## src/rtl/hc_pkg.sv

```systemverilog
// Shared constants and FSM encoding for the hc148 priority encoder and the CPU-side logic that reuses it.
package hc_pkg;
  localparam int WIDTH = 8;
  localparam int IDX_W = 3;
  localparam logic [2:0] EN_ACTIVE = 3'b111;

  typedef enum logic {
    ST_IDLE  = 1'b0,
    ST_OFFER = 1'b1
  } state_e;
endpackage

```

## src/rtl/hc148_enc_if.sv

```systemverilog
// Request/offer bus between peripheral strobes, the hc148 encoder and its consumer.
interface hc148_enc_if;
  import hc_pkg::*;

  logic [2:0]       enable;
  logic [WIDTH-1:0] req;
  logic [WIDTH-1:0] mask;
  logic             ack;
  logic [IDX_W-1:0] code;
  logic             valid;
  logic [WIDTH-1:0] pending;
  logic             any;

  modport master (
    output enable, req, mask, ack,
    input  code, valid, pending, any
  );

  modport slave (
    input  enable, req, mask, ack,
    output code, valid, pending, any
  );
endinterface

```

## src/rtl/hc148_prio.sv

```systemverilog
// Combinational 8->3 highest-set-bit encoder with a found flag.
module hc148_prio
  import hc_pkg::*;
(
  input  logic [WIDTH-1:0] i_vec,
  output logic [IDX_W-1:0] o_idx,
  output logic             o_found
);

  always_comb begin
    o_idx   = '0;
    o_found = 1'b0;
    // Ascending scan so the highest set bit is the last assignment.
    for (int i = 0; i < WIDTH; i++) begin
      if (i_vec[i]) begin
        o_idx   = IDX_W'(i);
        o_found = 1'b1;
      end
    end
  end

endmodule

```

## src/rtl/hc148_enc.sv

```systemverilog
// Registered priority encoder: rising-edge capture into a sticky pending register,
// highest unmasked pending line offered as a code and held until acknowledged.
module hc148_enc
  import hc_pkg::*;
(
  input  logic        clk,
  input  logic        rst,
  hc148_enc_if.slave  bus
);

  logic [WIDTH-1:0] r_req_q;
  logic [WIDTH-1:0] r_pending;
  logic [IDX_W-1:0] r_code;
  logic             r_valid;
  state_e           r_state;

  logic             w_en;
  logic [WIDTH-1:0] w_edge;
  logic [WIDTH-1:0] w_clr;
  logic [WIDTH-1:0] w_elig;
  logic [IDX_W-1:0] w_idx;
  logic             w_found;

  assign w_en   = (bus.enable == EN_ACTIVE);
  assign w_edge = w_en ? (bus.req & ~r_req_q) : '0;
  assign w_clr  = (r_valid && bus.ack) ? (WIDTH'(1) << r_code) : '0;
  assign w_elig = r_pending & bus.mask;

  hc148_prio u_prio (
    .i_vec   (w_elig),
    .o_idx   (w_idx),
    .o_found (w_found)
  );

  always_ff @(posedge clk) begin
    if (rst) begin
      r_req_q   <= '0;
      r_pending <= '0;
    end else begin
      r_req_q   <= bus.req;
      // OR-ing the edge after the clear lets a same-cycle re-rise survive the ack.
      r_pending <= (r_pending & ~w_clr) | w_edge;
    end
  end

  always_ff @(posedge clk) begin
    if (rst) begin
      r_state <= ST_IDLE;
      r_code  <= '0;
      r_valid <= 1'b0;
    end else begin
      case (r_state)
        ST_IDLE: begin
          if (w_en && w_found) begin
            r_code  <= w_idx;
            r_valid <= 1'b1;
            r_state <= ST_OFFER;
          end
        end
        ST_OFFER: begin
          if (bus.ack) begin
            r_valid <= 1'b0;
            r_state <= ST_IDLE;
          end
        end
        default: begin
          r_valid <= 1'b0;
          r_state <= ST_IDLE;
        end
      endcase
    end
  end

  assign bus.code    = r_code;
  assign bus.valid   = r_valid;
  assign bus.pending = r_pending;
  assign bus.any     = |w_elig;

endmodule

```

## src/flat_wrapper.sv

```systemverilog
// flat-port wrapper written by rule: the top's interface ports become plain ports
module hc148_enc_flat import hc_pkg::*;
  (clk, rst, bus_enable, bus_req, bus_mask, bus_ack, bus_code, bus_valid, bus_pending, bus_any);
  hc148_enc_if bus_i ();
  input  logic clk;
  input  logic rst;
  input wire logic [$bits(bus_i.enable)-1:0] bus_enable;
  input wire logic [$bits(bus_i.req)-1:0] bus_req;
  input wire logic [$bits(bus_i.mask)-1:0] bus_mask;
  input wire logic [$bits(bus_i.ack)-1:0] bus_ack;
  output wire logic [$bits(bus_i.code)-1:0] bus_code;
  output wire logic [$bits(bus_i.valid)-1:0] bus_valid;
  output wire logic [$bits(bus_i.pending)-1:0] bus_pending;
  output wire logic [$bits(bus_i.any)-1:0] bus_any;
  assign bus_i.enable = bus_enable;
  assign bus_i.req = bus_req;
  assign bus_i.mask = bus_mask;
  assign bus_i.ack = bus_ack;
  assign bus_code = bus_i.code;
  assign bus_valid = bus_i.valid;
  assign bus_pending = bus_i.pending;
  assign bus_any = bus_i.any;
  hc148_enc u_core (.clk(clk), .rst(rst), .bus(bus_i));
endmodule
```

## config.mk

```make
export PLATFORM = sky130hd
export DESIGN_NAME = hc148_enc_flat
export DESIGN_NICKNAME = d
export VERILOG_FILES = /design/src/rtl/hc_pkg.sv /design/src/rtl/hc148_enc_if.sv /design/src/rtl/hc148_prio.sv /design/src/rtl/hc148_enc.sv /design/src/flat_wrapper.sv
export SDC_FILE = /design/constraint.sdc
export NUM_CORES = 1
export LEC_CHECK = 0
export CORE_MARGIN = 5
export CORE_UTILIZATION = 30
export DETAILED_ROUTE_END_ITERATION = 8
export DONT_BUFFER_PORTS = 1
export SETUP_SLACK_MARGIN = 0.15
export SYNTH_ARGS = -nofsm -noshare
export SYNTH_HDL_FRONTEND = slang
export SYNTH_HIERARCHICAL = 1
export SYNTH_SLANG_ARGS = --single-unit
```

## constraint.sdc

```tcl
create_clock -name clk -period 5.9 [get_ports clk]
set_clock_uncertainty 0.15 [all_clocks]
set_input_delay 1.475 -clock clk [delete_from_list [all_inputs] [get_ports clk]]
set_output_delay 1.475 -clock clk [all_outputs]
set_load 0.01 [all_outputs]
```

==> results.py <==
metrics = {
    "timing": {
        "setup_viol": 0,
        "drv_slew": 0,
        "fmax_ghz": 0.2307,
        "final_hold_viol_count": 0,
        "fin_tns_setup_ns": 0,
        "tightest_slew_ns": 0.5563,
        "rsz0062_at_grt": "false",
        "fin_crit_sh_pct": 73.46,
        "finalCriticalPeriod_ns": 4.334,
        "slew_headroom_pct": 62.83,
    },
    "synthesis": {
        "synthSimpleGateAreaFrac_pct": 24.29,
        "yosysSeqAreaShare_pct": 47.46,
        "ys_types": 24,
        "synth_xor_area_share_pct": 0,
        "ys_seq_elements": 21,
        "synth_compound_area_share_pct": 18.93,
        "synth_fp_nets": 124,
        "netlist_area_um2": 885.9,
        "synth-adder-area-share_pct": 0,
        "synth_top_family_by_area": "simple AND/OR/NAND/NOR gates",
        "syn_inst": 102,
        "ys_warn_count": 6,
        "synthMuxAreaShare_pct": 3.390,
        "syn_area_per_cell_um2": 8.685,
    },
    "global_route": {
        "grt_max_degree": 20,
        "use_met1_pct": 11.81,
        "gr-max-usage-layer": "met2",
        "grt_pass1_vias": 733,
        "overflow": 0,
        "antenna_found_initial": 0,
        "grtUsageTotal_pct": 10.64,
        "grt_use_met3_pct": 4.553,
        "grt_pass1_wl_um": 3443,
        "use_met2_pct": 17.65,
    },
    "cts": {
        "clkTransAtPathRegs_ns": 0.11,
        "clock_sinks": 21,
        "clk_latency_ns": 0.30,
        "cts_setup_buffers": 0,
        "postCtsResizedCells": 0,
        "tritoncts": "done",
        "cts_root_buf": "clkbuf_4",
        "cts_made_buffers": 3,
        "htree_num_levels": 1,
        "cts_buffer_depth": 2,
        "ctsHoldBuffers": 0,
    },
    "placed_design": {
        "gp_congestion": 0.7602,
        "io_buffers": 0,
        "dp_hpwl_um": 1636,
    },
    "worst_setup_path": {
        "cp_cell_sequence": "and2_1, or4_1, or4_1",
        "cp_common_cell": "or4_1",
        "rr_worst_depth": 5,
        "crit_type": "in2out",
        "critPathCaptureType": "primary output",
        "required_ns": 4.28,
        "reg2reg_to": "u_core/bus.code[0]",
        "worstPathMaxFanout": 4,
        "max_stage_delay_ns": 0.56,
        "worstReg2RegStart": "u_core/bus.pending[4]",
        "cp_slowest_cell": "or4_1",
        "reg2reg_slack_ns": 4.13,
        "cp-start-kind": "primary input",
        "arrival_ns": 2.71,
    },
    "floorplan": {
        "die_y_um": 64.34,
        "num_rows": 19,
        "ios": 35,
        "coreArea_mm2": 0.002805,
        "dieArea_mm2": 0.004140,
        "die_w_um": 64.34,
        "initial_core_util_pct": 31.58,
    },
    "final_layout": {
        "nFillCells": 311,
        "syn_to_final_growth_pct": 6.215,
        "drive_gt1_share_pct": 6.796,
        "final_nets": 126,
        "fin_util_pct": 33.54,
        "antennaDiodeCount": 0,
    },
    "pwr": {
        "irDropWorstVdd_v": 0.0001298,
        "p_per_area_mw_per_mm2": 246.9,
        "leakage_nw": 0.3602,
    },
    "outcome": {
        "status": "finished clean",
    },
    "drt": {
        "finalWirelength_um": 2089,
        "drc_errors": 0,
        "dr_total_vias": 728,
        "antenna_left": 0,
        "drt_iter0_drc": 6,
        "drtPass1Iterations": 5,
        "routedWlPerCell_um": 15.59,
        "viasPerCell": 5.433,
    },
    "hold_path": {
        "min_from": "u_core/r_req_q[5]",
        "hold_end": "u_core/bus.pending[5]",
        "worstHoldPathCells": 1,
        "hold_class": "reg2reg",
    },
    "job": {
        "maxCapViolations": 0,
    },
}
## power by group
| group | switching (mW) | internal [mW] |
|---|---|---|
| logic | 0.00856 | 0.00586 |
| registers | 0.00353 | 0.147 |
| clock network | 0.0424 | 0.0252 |
| total | 0.0545 | 0.178 |
## cell usage after synthesis
| cell | n | share of area (%) |
|---|---|---|
| nand4_1 | 1 | 0.71 |
| and2_4 | 1 | 0.99 |
| nor2_1 | 12 | 5.1 |
| or4_1 | 2 | 1.7 |
| nand3b_1 | 1 | 0.85 |
| a21oi_1 | 4 | 2.3 |
| and2_1 | 7 | 4.9 |
| or3b_1 | 1 | 0.99 |
| clkinv_1 | 1 | 0.42 |
| o41ai_1 | 8 | 7.9 |
| o211ai_1 | 6 | 5.1 |
| buf_1 | 1 | 0.42 |
| nor3b_1 | 1 | 0.85 |
| mux2i_1 | 3 | 3.4 |
| nand3_1 | 2 | 1.1 |
| inv_2 | 1 | 0.42 |
| nand2b_1 | 3 | 2.1 |
| o311ai_0 | 2 | 2.0 |
| inv_1 | 9 | 3.8 |
| dfxtp_1 | 21 | 47 |
| clkbuf_1 | 2 | 0.85 |
| nand2_1 | 10 | 4.2 |
| or2_2 | 1 | 0.71 |
| o31ai_1 | 2 | 1.7 |
## cell families after synthesis
kind of cell,Yosys count
and+or+nand+nor,42
muxes,3
AOI/OAI and AO/OA,22
buffers and inverters,14
DFF,21
## registers in the layout, indices dropped and copies added (netlist names)
name / flops
u_core/r_state: 1
u_core/bus.pending: 8
u_core/r_req_q: 8
u_core/bus.valid: 1
u_core/bus.code: 3
## stage by stage
stage          hold WS [ns]  power, mW  setup slack [ns]  instances  instance area (um^2)
3_3_place_gp         0.2536     0.1676             1.570        130                 913.4
6_report             0.2713     0.2323             1.566        134                 940.9
2_1_floorplan        0.2520     0.1664             1.627        102                 885.9
4_1_cts              0.2758     0.2356             1.557        134                 940.9
3_5_place_dp         0.2592     0.1682             1.557        130                 913.4
5_1_grt              0.2964     0.2446             1.537        134                 940.9
## critical path: cells and delay by family
kind,cells,cell delay (ns)
simple gates,3,1.23
## layout by cell type (no fill, tap or decap), types with 2 or more instances in the layout
master / count
dfxtp_1: 21
nor2_1: 12
nand2_1: 10
inv_1: 9
o41ai_1: 8
and2_1: 7
o211ai_1: 6
a21oi_1: 4
clkbuf_4: 3
nand2b_1: 3
mux2i_1: 3
or4_1: 2
nand3_1: 2
o311ai_0: 2
o31ai_1: 2
## worst max path at each step
stage	start	to	slack (ns)	cells past startpoint
floorplan	bus_mask[4]	bus_any	1.63	3
global placement	bus_mask[4]	bus_any	1.57	3
detailed placement	bus_mask[4]	bus_any	1.56	3
CTS	bus_mask[4]	bus_any	1.56	3
global route	bus_mask[4]	bus_any	1.54	3
finish	bus_mask[4]	bus_any	1.57	3
## metal layers
metal  vias up  wire length (um)
met3         2               168
met2        19              1027
met5         -                 0
met1       341               874
met4         0                19
li1        366                 -
## cell type report
type	count	area, um^2	share of cell area [%]
inverters	11	41.29	4.388
clock buffers	3	22.52	2.394
well taps	31	38.79	4.122
clock inverters	1	5.005	0.5319
flip-flops and latches	21	420.4	44.68
multi-input cells	67	412.9	43.88
No activity file was read; power rests on OpenSTA's default activity.
